<file path="config.mk">
export PLATFORM = sky130hd
export DESIGN_NAME = input_quantizer_packer
export DESIGN_NICKNAME = d
export VERILOG_FILES = /design/src/rtl/input_quantizer_packer.sv
export SDC_FILE = /design/constraint.sdc
export NUM_CORES = 1
export LEC_CHECK = 0
export ABC_AREA = 1
export BUFFER_PORTS_ARGS = -buffer_cell sky130_fd_sc_hd__clkbuf_2
export CAP_MARGIN = 20
export CORE_UTILIZATION = 30
export CTS_CLUSTER_DIAMETER = 150
export CTS_CLUSTER_SIZE = 8
export DETAILED_ROUTE_END_ITERATION = 8
export HOLD_SLACK_MARGIN = 0.1
export SYNTH_ARGS = -nofsm -noshare
export SYNTH_HDL_FRONTEND = slang
export SYNTH_SLANG_ARGS = --single-unit
</file>
<file path="constraint.sdc">
create_clock -name clk -period 2.86 [get_ports clk]
set_input_delay 0.429 -clock clk [delete_from_list [all_inputs] [get_ports clk]]
set_output_delay 0.429 -clock clk [all_outputs]
set_load 0.02 [all_outputs]
</file>
<file path="src/rtl/input_quantizer_packer.sv">
// Quantizes signed feature samples to OUT_BITS codes and packs NUM_FEATURES of them into one vector.
// Optional clamp counter output sat_count is enabled by defining INQ_SAT_COUNT_EN.
module input_quantizer_packer #(
    parameter int NUM_FEATURES = 16,
    parameter int IN_WIDTH     = 16,
    parameter int OUT_BITS     = 2,
    parameter int SHIFT        = 4,
    parameter int OFFSET       = 2
) (
    input  logic                             clk,
    input  logic                             rst,
    input  logic                             s_valid,
    output logic                             s_ready,
    input  logic [IN_WIDTH-1:0]              s_data,
    output logic                             m_valid,
    input  logic                             m_ready,
    output logic [NUM_FEATURES*OUT_BITS-1:0] m_data
`ifdef INQ_SAT_COUNT_EN
    ,
    output logic [$clog2(NUM_FEATURES+1)-1:0] sat_count
`endif
);

    localparam int IDX_W = (NUM_FEATURES > 1) ? $clog2(NUM_FEATURES) : 1;
    localparam int TW    = IN_WIDTH + 2;
    localparam int VW    = NUM_FEATURES * OUT_BITS;
    localparam logic signed [TW-1:0]    OFF_EXT  = TW'(OFFSET);
    localparam logic signed [TW-1:0]    QMAX_EXT = TW'((1 << OUT_BITS) - 1);
    localparam logic [IDX_W-1:0]        LAST_IDX = IDX_W'(NUM_FEATURES - 1);

    typedef enum logic {
        COLLECT,
        HOLD
    } state_t;

    state_t               state_q, state_d;
    logic [IDX_W-1:0]     idx_q, idx_d;
    logic [VW-1:0]        shadow_q, shadow_d;
    logic [VW-1:0]        data_q, data_d;

    logic signed [TW-1:0] sample_ext;
    logic signed [TW-1:0] t;
    logic [OUT_BITS-1:0]  q;
    logic                 clamped;
    logic                 accept;

    // Two guard bits keep the shift-plus-offset free of overflow for any input.
    always_comb begin
        sample_ext = {{2{s_data[IN_WIDTH-1]}}, s_data};
        t          = (sample_ext >>> SHIFT) + OFF_EXT;
        q          = t[OUT_BITS-1:0];
        clamped    = 1'b0;
        if (t < 0) begin
            q       = '0;
            clamped = 1'b1;
        end else if (t > QMAX_EXT) begin
            q       = '1;
            clamped = 1'b1;
        end
    end

    assign s_ready = (state_q == COLLECT);
    assign m_valid = (state_q == HOLD);
    assign accept  = s_valid && (state_q == COLLECT);
    assign m_data  = data_q;

    always_comb begin
        state_d  = state_q;
        idx_d    = idx_q;
        shadow_d = shadow_q;
        data_d   = data_q;
        case (state_q)
            COLLECT: begin
                if (s_valid) begin
                    shadow_d[idx_q*OUT_BITS +: OUT_BITS] = q;
                    if (idx_q == LAST_IDX) begin
                        idx_d   = '0;
                        data_d  = shadow_d;
                        state_d = HOLD;
                    end else begin
                        idx_d = idx_q + 1'b1;
                    end
                end
            end
            HOLD: begin
                if (m_ready) begin
                    state_d = COLLECT;
                end
            end
            default: state_d = COLLECT;
        endcase
    end

    always_ff @(posedge clk or posedge rst) begin
        if (rst) begin
            state_q  <= COLLECT;
            idx_q    <= '0;
            shadow_q <= '0;
            data_q   <= '0;
        end else begin
            state_q  <= state_d;
            idx_q    <= idx_d;
            shadow_q <= shadow_d;
            data_q   <= data_d;
        end
    end

`ifdef INQ_SAT_COUNT_EN
    localparam int CW = $clog2(NUM_FEATURES + 1);

    logic [CW-1:0] sat_run_q, sat_run_d;
    logic [CW-1:0] sat_out_q, sat_out_d;

    // The running count is published with m_data and restarts for the next vector.
    always_comb begin
        sat_run_d = sat_run_q;
        sat_out_d = sat_out_q;
        if (accept) begin
            if (idx_q == LAST_IDX) begin
                sat_out_d = sat_run_q + CW'(clamped);
                sat_run_d = '0;
            end else begin
                sat_run_d = sat_run_q + CW'(clamped);
            end
        end
    end

    always_ff @(posedge clk or posedge rst) begin
        if (rst) begin
            sat_run_q <= '0;
            sat_out_q <= '0;
        end else begin
            sat_run_q <= sat_run_d;
            sat_out_q <= sat_out_d;
        end
    end

    assign sat_count = sat_out_q;
`endif

endmodule

</file>
==> results of run 1 <==
## power breakdown
group	switching (W)	internal, W
clock network	0.000409	0.000811
logic	0.00125	0.000566
registers	0.000188	0.00131
total	0.00185	0.00269
## sequential cells by signal (all words and copies together), names as in the netlist
register	cells
m_data	32
m_valid	1
shadow_q	32
idx_q	4
## metrics by stage
step                      instances  worst slack [ns]
after global routing            695             0.118
after CTS                       695             0.493
after floorplan                 492             0.691
final                           695             0.460
after detailed placement        679             0.205
after global placement          679             0.326
## cell usage after synthesis, drive strengths merged
library cell and instances:
clkinv 2, nand4 7, inv 47, clkbuf 11
nor3 4, dfrtp 69, xor2 1, a21oi 9
o31ai 1, nor2 25, ha 5, xnor2 1
nand3b 2, mux2i 4, nand3 48, or2 1
o21bai 20, nor4 2, o211ai 2, o21ai 18
buf 2, nand2 211
## per-layer routing
layer	share of wire [%]	global-route usage (%)
met5	0	0
met4	1.6	5.07
met3	4.9	4.25
met2	47	26.0
met1	47	19.6
## cell type report
type | instances | area [sq um] | area share (%)
Timing Repair Buffer | 57 | 305 | 6.96
Inverter | 49 | 184 | 4.19
Clock inverter | 3 | 67.6 | 1.54
Clock buffer | 13 | 260 | 5.93
Tap cell | 143 | 179 | 4.08
Multi-Input combinational cell | 361 | 1670 | 38.0
Sequential cell | 69 | 1730 | 39.3
## critical path, cell delays in order, from the launching register on
cell and delay, ns:
dfrtp_1 0.46, inv_1 0.15, ha_1 0.53, inv_1 0.28, nor3_1 0.31, nand2_1 0.17
o21bai_1 0.21, nand2_1 0.08, o21ai_0 0.07
## cells by family (layout without fill, tap and decap cells)
family	count (synthesis)	count (layout)	synth area share (%)
AND/OR/NAND/NOR	300	300	33.7
multiplexers	4	4	1.10
buffers and inverters	62	122	6.49
AO/OA/AOI/OAI	50	50	8.86
flip-flops	69	69	47.6
adder cells (fa/ha/maj)	5	5	1.72
XOR/XNOR	2	2	0.483
## worst paths after layout
| check | start | end | slack (ns) | cells past startpoint |
|---|---|---|---|---|
| max in group asynchronous | rst | shadow_q[27] | 2.00 | 3 |
| setup reg to reg | idx_q[0] | shadow_q[3] | 0.46 | 8 |
| hold reg to reg | shadow_q[30] | shadow_q[30] | 0.48 | 2 |
| min in group clk | m_ready | m_valid | 0.29 | 2 |
| setup / recovery | idx_q[0] | shadow_q[3] | 0.46 | 8 |
| hold / removal | rst | m_data[2] | 0.11 | 2 |
## cells in the final DEF (no fill, tap or decap), drive strengths merged
| cell type | count |
|---|---|
| bufinv | 2 |
| nand3 | 48 |
| nand3b | 2 |
| ha | 5 |
| mux2i | 4 |
| xnor2 | 1 |
| clkinvlp | 1 |
| buf | 8 |
| a21oi | 9 |
| o211ai | 2 |
| inv | 47 |
| nor3 | 4 |
| dfrtp | 69 |
| o21ai | 18 |
| o21bai | 20 |
| nand2 | 211 |
| o31ai | 1 |
| nor2 | 25 |
| nand4 | 7 |
| clkbuf | 62 |
| xor2 | 1 |
| clkinv | 2 |
| or2 | 1 |
| nor4 | 2 |
==> run summary, run 1 <==
post-synthesis sequential area ratio: 47.6%
Initial Utilization: 31.2%
Mapped Cells: 492
pin count of the biggest net entering global routing: 35
status: finished, violations left
CTS sink count: 69
final WL: 9040 microns
placed instance area: 4060 sq um
# setup viols final: 0
failing checks: design-rule violations
Tot Pwr: 0.00453 W
core area: 11600 sq um
max_cap viols: 0
first-pass GRT wire length: 15700 microns
H-tree levels: 3
syn_nets: 517
Final Max Slew Viols: 0
die area: 12500 sq um
share of the synthesized area in the top cell type: 47.6%
# nets final: 572
Finished Core Util: 37.8%
vias in the first global route: 3347
Via density: 4.84
Least-Margin Pin Slew: 0.532 ns
Yosys cell types: 24
WP data arrival: 2.61 ns
YS warnings: 0
Detailed Place HPWL: 6300 microns
Worst VDD drop: 0.413 mV
hold slack: 0.111 ns
Pleak: 2.38 nW
fillers: 1215
diode count: 0
top cells by area, synth: dfrtp_1 48%, nand2_1 22%, nand3_1 6.6%
CP max FO: 12
row count: 39
post-layout minimum cycle time: 2.40 ns
crit start category: flip-flop
Hold WC Path Type: in2async
Port-buffer cells: 49
Tcrit/Tclk final: 83.9%
Yosys top cell by area: dfrtp_1
Chip Height: 112 microns
Setup TNS: 0 ns
PwrDens: 1030 nW/um^2
CP endpoint kind: flip-flop
Clock Latency Late Sink: 0.33 ns
WS Path Type: reg2reg
Fmax: 417 MHz
DR iter-0 viols: 203
clock skew: 0.00469 ns
antenna viol nets, final: 0
CTS tree: yes
Area Growth Syn to Fin: 21.0%
WL per Instance: 13.0 microns
Reg clk slew, reported paths: 0.06 ns
I/O pin count: 54
number of synthesized register bits: 69
Avg Inst Size Synth: 7.37 sq um
layout cells sized above 1: 13.6%
Final Hold Fails: 0
Critical Path RT: 3.07 ns
Vias: 3366
Inserted Clock Buffers: 9
Post-route DRC: 1
Longest Clk Path Bufs: 2
chip width: 112 microns
gpl congestion: 0.871
first-pass detailed-route iteration total: 6
number of gates resized after CTS: 0
Total Routing Usage GR: 15.6%
GRT overflow: 0
Layout Cell Area excl Fill: 4390 sq um
max_slew headroom: 64.4%
initial antenna violation count: 0
postcts setup bufs: 0
hold buffer count at cts: 0
Root Driver: clkbuf_16
synthesized area: 3630 sq um
RSZ-0062 raised after global routing: no
Power figures use the tool's default switching activity.
==> inputs of run 2 (changes only) <==
clock period = 2.3 ns   (was 2.86 ns; I/O delays follow)
==> run 2 against run 1 <==
Via count increased by 0.18%. Setup slack got worse by 0.25 ns. Largest cell class unchanged. Combinational power is 34% higher. Highest routed layer unchanged. Worst hold slack better by 0.085 ns. Power grew 27%. The run still ends with design-rule violations left.
==> run summary, run 2 (synthesis gave the netlist of run 1 again) <==
WS Path Type: reg2reg (unchanged)
Least-Margin Pin Slew: 0.522 ns (was 0.532 ns)
row count: 39 (unchanged)
initial antenna violation count: 0 (unchanged)
P_int: 0.00340 W (was 0.00269 W)
I/O pin count: 54 (unchanged)
max_cap viols: 0 (unchanged)
GRT overflow: 0 (unchanged)
Critical Path RT: 2.58 ns (was 3.07 ns)
clock skew: 0.00761 ns (was 0.00469 ns)
Final Max Slew Viols: 0 (unchanged)
Worst VDD drop: 0.556 mV (was 0.413 mV)
postcts setup bufs: 0 (unchanged)
Crit path largest cell delay: 0.43 ns (was 0.53 ns)
Tcrit/Tclk final: 90.9% (was 83.9%)
Setup TNS: 0 ns (unchanged)
Finished Core Util: 38.7% (was 37.8%)
first-pass GRT wire length: 15300 microns (was 15700 microns)
chip width: 112 microns (unchanged)
# setup viols final: 0 (unchanged)
Comb power frac: 42.5% (was 40.0%)
most common cell after layout, fill and taps aside: nand2_1 (unchanged)
CP max stage cell: dfrtp_2 (was ha_1)
post-layout minimum cycle time: 2.09 ns (was 2.40 ns)
# nets final: 586 (was 572)
worst slack at placement: 0.137 ns (was 0.205 ns)
CTS tree: yes (unchanged)
Final Hold Fails: 0 (unchanged)
Net Sw Power: 0.00234 W (was 0.00185 W)
Vias: 3372 (was 3366)
RSZ-0062 raised after global routing: no (unchanged)
Initial Utilization: 31.2% (unchanged)
vias in the first global route: 3357 (was 3347)
die area: 12500 sq um (unchanged)
Port-buffer cells: 49 (unchanged)
sequential share of power: 32.6% (was 33.1%)
diode count: 0 (unchanged)
PwrDens: 1280 nW/um^2 (was 1030 nW/um^2)
Pleak: 2.44 nW (was 2.38 nW)
WL per Instance: 12.5 microns (was 13.0 microns)
antenna viol nets, final: 0 (unchanged)
DR iter-0 viols: 189 (was 203)
most used cell, CP: nand2_1
Clock Latency Late Sink: 0.33 ns (about the same)
critical-path cell list: inv_1 > ha_1 > nand3_1 > nand3_1 > nor2_1 > nand2_1 > nor3_1 > buf_4 > mux2i_1 > nand2_1 > nand2_1 (was inv_1 > ha_1 > inv_1 > nor3_1 > nand2_1 > o21bai_1 > nand2_1 > o21ai_0)
sw frac: 40.7% (about the same)
fillers: 1192 (was 1215)
Post-route DRC: 1 (unchanged)
Via density: 4.76 (was 4.84)
Root Driver: clkbuf_16 (unchanged)
crit path setup slack, layout: 0.209 ns (was 0.460 ns)
failing checks: design-rule violations (unchanged)
Total Routing Usage GR: 15.2% (was 15.6%)
CTS sink count: 69 (unchanged)
Fmax: 478 MHz (was 417 MHz)
WP data arrival: 2.37 ns (was 2.61 ns)
Hold WC Path Type: in2reg (was in2async)
Area Growth Syn to Fin: 23.9% (was 21.0%)
status: finished, violations left (unchanged)
crit start category: flip-flop (unchanged)
CP endpoint kind: flip-flop (unchanged)
Clock power frac: 24.9% (was 26.9%)
layout cells sized above 1: 16.1% (was 13.6%)
final WL: 8840 microns (was 9040 microns)
H-tree levels: 3 (unchanged)
gpl congestion: 0.874 (was 0.871)
Inserted Clock Buffers: 9 (unchanged)
core area: 11600 sq um (unchanged)
first-pass detailed-route iteration total: 6 (unchanged)
pin count of the biggest net entering global routing: 70 (was 35)
placed instance area: 4170 sq um (was 4060 sq um)
Detailed Place HPWL: 6170 microns (was 6300 microns)
Chip Height: 112 microns (unchanged)
Layout Cell Area excl Fill: 4500 sq um (was 4390 sq um)
commonest cells after routing, fill and taps aside: 211 x nand2_1, 68 x dfrtp_1, 49 x clkbuf_2 (was 211 x nand2_1, 69 x dfrtp_1, 49 x clkbuf_2)
max_slew headroom: 65.1% (was 64.4%)
CP max FO: 7 (was 12)
Longest Clk Path Bufs: 2 (unchanged)
Reg clk slew, reported paths: 0.06 ns (about the same)
run 2: changes by cell type in the layout (fill, tap and decap cells not counted), sizes merged:
cell,before,now
buf,8,21
bufinv,2,1
clkbuf,62,61
clkinv,2,3
dlygate4sd3,0,1
inv,47,48
run 2: what timing repair did:
action / CTS / global route
resized for setup: 0 / 2
endpoints found under the hold margin: 44 / 0
hold buffers: 1 / 0
setup endpoints to repair: 0 / 14
run 2: metrics by stage:
step | instances | hold slack, ns | power, W
2_1_floorplan | 492 | 0.441 | 0.00349
3_3_place_gp | 692 | 0.442 | 0.00423
3_5_place_dp | 692 | 0.443 | 0.00430
4_1_cts | 709 | 0.193 | 0.00576
5_1_grt | 709 | 0.210 | 0.00618
6_report | 709 | 0.196 | 0.00574
run 2: area by class of cell:
class                   count  area (sq um)  area share [%]
clock buffers              12           256            5.71
clock inverters             4          55.1            1.22
inverters                  49           184            4.09
multi-input cells         361          1670            37.1
flip-flops and latches     69          1730            38.4
well taps                 143           179            3.98
repair buffers             71           425            9.46
run 2: power by group through the flow:
stage	logic, W	registers (W)	clock network (W)
finish	0.00244	0.00187	0.00143
global route	0.00277	0.00192	0.00150
CTS	0.00244	0.00187	0.00146
detailed placement	0.00242	0.00188	0
global placement	0.00237	0.00186	0
floorplan	0.00144	0.00205	0
run 2: critical path, delay by kind of cell (launching register included):
kind,cells,cell delay [ns]
adders and majority gates,1,0.22
buffers and inverters,2,0.25
DFF,1,0.43
muxes,1,0.21
and+or+nand+nor,7,0.90
run 2: final timing paths:
| kind | startpoint | end | slack, ns | cells after the start |
|---|---|---|---|---|
| min | m_ready | m_valid | 0.20 | 2 |
| max | idx_q[0] | m_data[28] | 0.21 | 11 |
| min in group asynchronous | rst | m_data[2] | 0.61 | 4 |
| max in group asynchronous | rst | idx_q[0] | 1.36 | 4 |
| max reg2reg | idx_q[0] | m_data[28] | 0.21 | 11 |
| min reg2reg | shadow_q[7] | shadow_q[7] | 0.48 | 2 |
run 2: metal layers:
layer | GRT usage [%] | part of all wire, % | wire length, microns | vias up
met5 | 0 | 0 | 0 | -
met4 | 4.53 | 1.6 | 142 | 0
met3 | 3.76 | 3.6 | 319 | 12
met2 | 26.0 | 47 | 4150 | 54
met1 | 18.9 | 48 | 4220 | 1593
li1 | - | - | - | 1713
==> inputs of run 3 (changes only) <==
CTS_CLUSTER_SIZE = default   (was 8)
clock period = 1.8 ns   (was 2.3 ns; I/O delays follow)
==> run 3 against run 2 <==
The flow finishes with violations (design-rule violations, negative setup slack). Combinational power increased by 130%. Register-to-register slack got worse by 0.30 ns. Wire length grew 19%. Critical path depth fell by 1. Largest cell class is now multi-input combinational cells. Highest routed layer unchanged.
==> run summary, run 3 (synthesis gave the netlist of run 1 again) <==
status: finished, violations left (unchanged)
failing checks: design-rule violations, negative setup slack (was design-rule violations)
clock skew: 0.00703 ns (was 0.00761 ns)
CP max FO: 4 (was 7)
P_int: 0.00541 W (was 0.00340 W)
CP endpoint kind: flip-flop (unchanged)
Bufs and invs on worst path: 2 (unchanged)
Vias: 3649 (was 3372)
DR iter-0 viols: 185 (was 189)
Hold Startpoint: m_ready (unchanged)
Detailed Place HPWL: 6820 microns (was 6170 microns)
met3 usage: 2.99% (was 3.76%)
FF-to-FF Start: idx_q[1] (was idx_q[0])
crit path setup slack, layout: -0.0954 ns (was 0.209 ns)
Top delay family on crit path: simple AND/OR/NAND/NOR gates (unchanged)
Final Max Slew Viols: 0 (unchanged)
Fmax: 528 MHz (was 478 MHz)
WS Path Type: reg2reg (unchanged)
max_slew headroom: 74.4% (was 65.1%)
commonest cells after routing, fill and taps aside: 184 x nand2_1, 67 x dfrtp_1, 51 x buf_4 (was 211 x nand2_1, 68 x dfrtp_1, 49 x clkbuf_2)
Post-route DRC: 1 (unchanged)
Tot Pwr: 0.00968 W (was 0.00574 W)
Port-buffer cells: 49 (unchanged)
sw frac: 44.1% (was 40.7%)
vias in the first global route: 3484 (was 3357)
sequential share of power: 24.7% (was 32.6%)
met1 Track Usage GR: 21.1% (was 18.9%)
WP data arrival: 2.11 ns (was 2.37 ns)
critical-path cell list: inv_2 > ha_4 > nand3_4 > nand4_1 > buf_4 > nor3_4 > nand2_2 > o21bai_4 > nand2_1 > o21ai_1 (was inv_1 > ha_1 > nand3_1 > nand3_1 > nor2_1 > nand2_1 > nor3_1 > buf_4 > mux2i_1 > nand2_1 > nand2_1)
Chip Height: 112 microns (unchanged)
RSZ-0062 raised after global routing: yes (was no)
met2 usage: 27.9% (was 26.0%)
layout cells sized above 1: 39.8% (was 16.1%)
GRT overflow: 0 (unchanged)
Least-Margin Pin Slew: 0.384 ns (was 0.522 ns)
Crit path largest cell delay: 0.41 ns (was 0.43 ns)
core area: 11600 sq um (unchanged)
crit start category: flip-flop (unchanged)
Longest Clk Path Bufs: 2 (unchanged)
WL per Instance: 14.1 microns (was 12.5 microns)
Reg clk slew, reported paths: 0.06 ns (about the same)
Worst VDD drop: 0.875 mV (was 0.556 mV)
Critical Path RT: 2.01 ns (was 2.58 ns)
Total Routing Usage GR: 16.3% (was 15.2%)
most common cell after layout, fill and taps aside: nand2_1 (unchanged)
hold slack: 0.142 ns (was 0.196 ns)
Hold WC Path Type: in2reg (unchanged)
max_cap viols: 0 (unchanged)
GR peak layer: met2 (unchanged)
Inserted Clock Buffers: 9 (unchanged)
gpl congestion: 0.916 (was 0.874)
Comb power frac: 56.9% (was 42.5%)
initial antenna violation count: 0 (unchanged)
final WL: 10500 microns (was 8840 microns)
row count: 39 (unchanged)
I/O pin count: 54 (unchanged)
post-layout minimum cycle time: 1.90 ns (was 2.09 ns)
Worst Setup SP: idx_q[1] (was idx_q[0])
chip width: 112 microns (unchanged)
Root Driver: clkbuf_16 (unchanged)
PwrDens: 1780 nW/um^2 (was 1280 nW/um^2)
# nets final: 626 (was 586)
# setup viols final: 25 (was 0)
Tcrit/Tclk final: 105% (was 90.9%)
Finished Core Util: 47.0% (was 38.7%)
Net Sw Power: 0.00427 W (was 0.00234 W)
diode count: 0 (unchanged)
first-pass GRT wire length: 16400 microns (was 15300 microns)
Initial Utilization: 31.2% (unchanged)
CTS tree: yes (unchanged)
Clock Latency Late Sink: 0.33 ns (about the same)
die area: 12500 sq um (unchanged)
Pleak: 2.77 nW (was 2.44 nW)
Clock power frac: 18.4% (was 24.9%)
CP max stage cell: dfrtp_2 (unchanged)
Area Growth Syn to Fin: 50.4% (was 23.9%)
H-tree levels: 3 (unchanged)
first-pass detailed-route iteration total: 6 (unchanged)
CTS sink count: 69 (unchanged)
Via density: 4.88 (was 4.76)
Final Hold Fails: 0 (unchanged)
pin count of the biggest net entering global routing: 70 (unchanged)
antenna viol nets, final: 0 (unchanged)
## run 3: changes by cell type in the layout (fill, tap and decap cells not counted), moves of 11 or more
cell / delta
nand2_1: -27
nand3_2: +18
o21bai_4: +16
nor2_2: +11
nand2_2: +17
buf_4: +31
nand3_1: -21
nor2_1: -15
o21bai_1: -16
o21ai_0: -11
## run 3: timing repair
| item | 4_1_cts | 5_1_grt |
|---|---|---|
| pin swaps | 7 | 36 |
| hold buffers | 1 | 0 |
| hold endpoints to repair | 69 | 0 |
| setup endpoints to repair | 58 | 64 |
| buffers inserted | 2 | 5 |
| gates resized for setup | 25 | 139 |
## run 3: through the flow
stage                     std cells  setup slack, ns  TNS [ns]  instance area, sq um
after floorplan                 492          0.00254         0                  3660
after global placement          725           -0.226    -11.06                  4450
after detailed placement        725           -0.311    -16.62                  4450
after CTS                       743          -0.0128   -0.0416                  4870
after global routing            748           -0.232     -7.07                  5460
final                           748          -0.0954     -1.40                  5460
## run 3: final cells by class
| type | count | area, sq um |
|---|---|---|
| multi-input cells | 361 | 2290 |
| fillers | 1117 | 6160 |
| inverters | 49 | 190 |
| flip-flops and latches | 69 | 1730 |
| clock buffers | 11 | 253 |
| well taps | 143 | 179 |
| repair buffers | 111 | 766 |
| clock inverters | 4 | 47.5 |
## run 3: layer usage
| layer | vias up | wire [microns] |
|---|---|---|
| met5 | - | 0 |
| met3 | 17 | 322 |
| li1 | 1787 | - |
| met2 | 68 | 5320 |
| met4 | 0 | 153 |
| met1 | 1777 | 4730 |
## run 3: final timing paths
kind / to / slack (ns) / depth (start not counted)
hold reg to reg: m_data[11] / 0.48 / 2
hold / removal: m_valid / 0.14 / 2
setup / recovery: shadow_q[3] / -0.1 / 10
min in group asynchronous: m_data[7] / 0.58 / 4
max in group asynchronous: shadow_q[27] / 0.91 / 4
setup reg to reg: shadow_q[3] / -0.1 / 10
## run 3: power groups by stage
| stage | Clock [W] | Combinational, W | Sequential [W] |
|---|---|---|---|
| 6_report | 0.00178 | 0.00551 | 0.00239 |
| 5_1_grt | 0.00188 | 0.00594 | 0.00246 |
| 4_1_cts | 0.00182 | 0.00400 | 0.00236 |
| 3_5_place_dp | 0 | 0.00363 | 0.00238 |
| 3_3_place_gp | 0 | 0.00353 | 0.00236 |
| 2_1_floorplan | 0 | 0.00193 | 0.00263 |
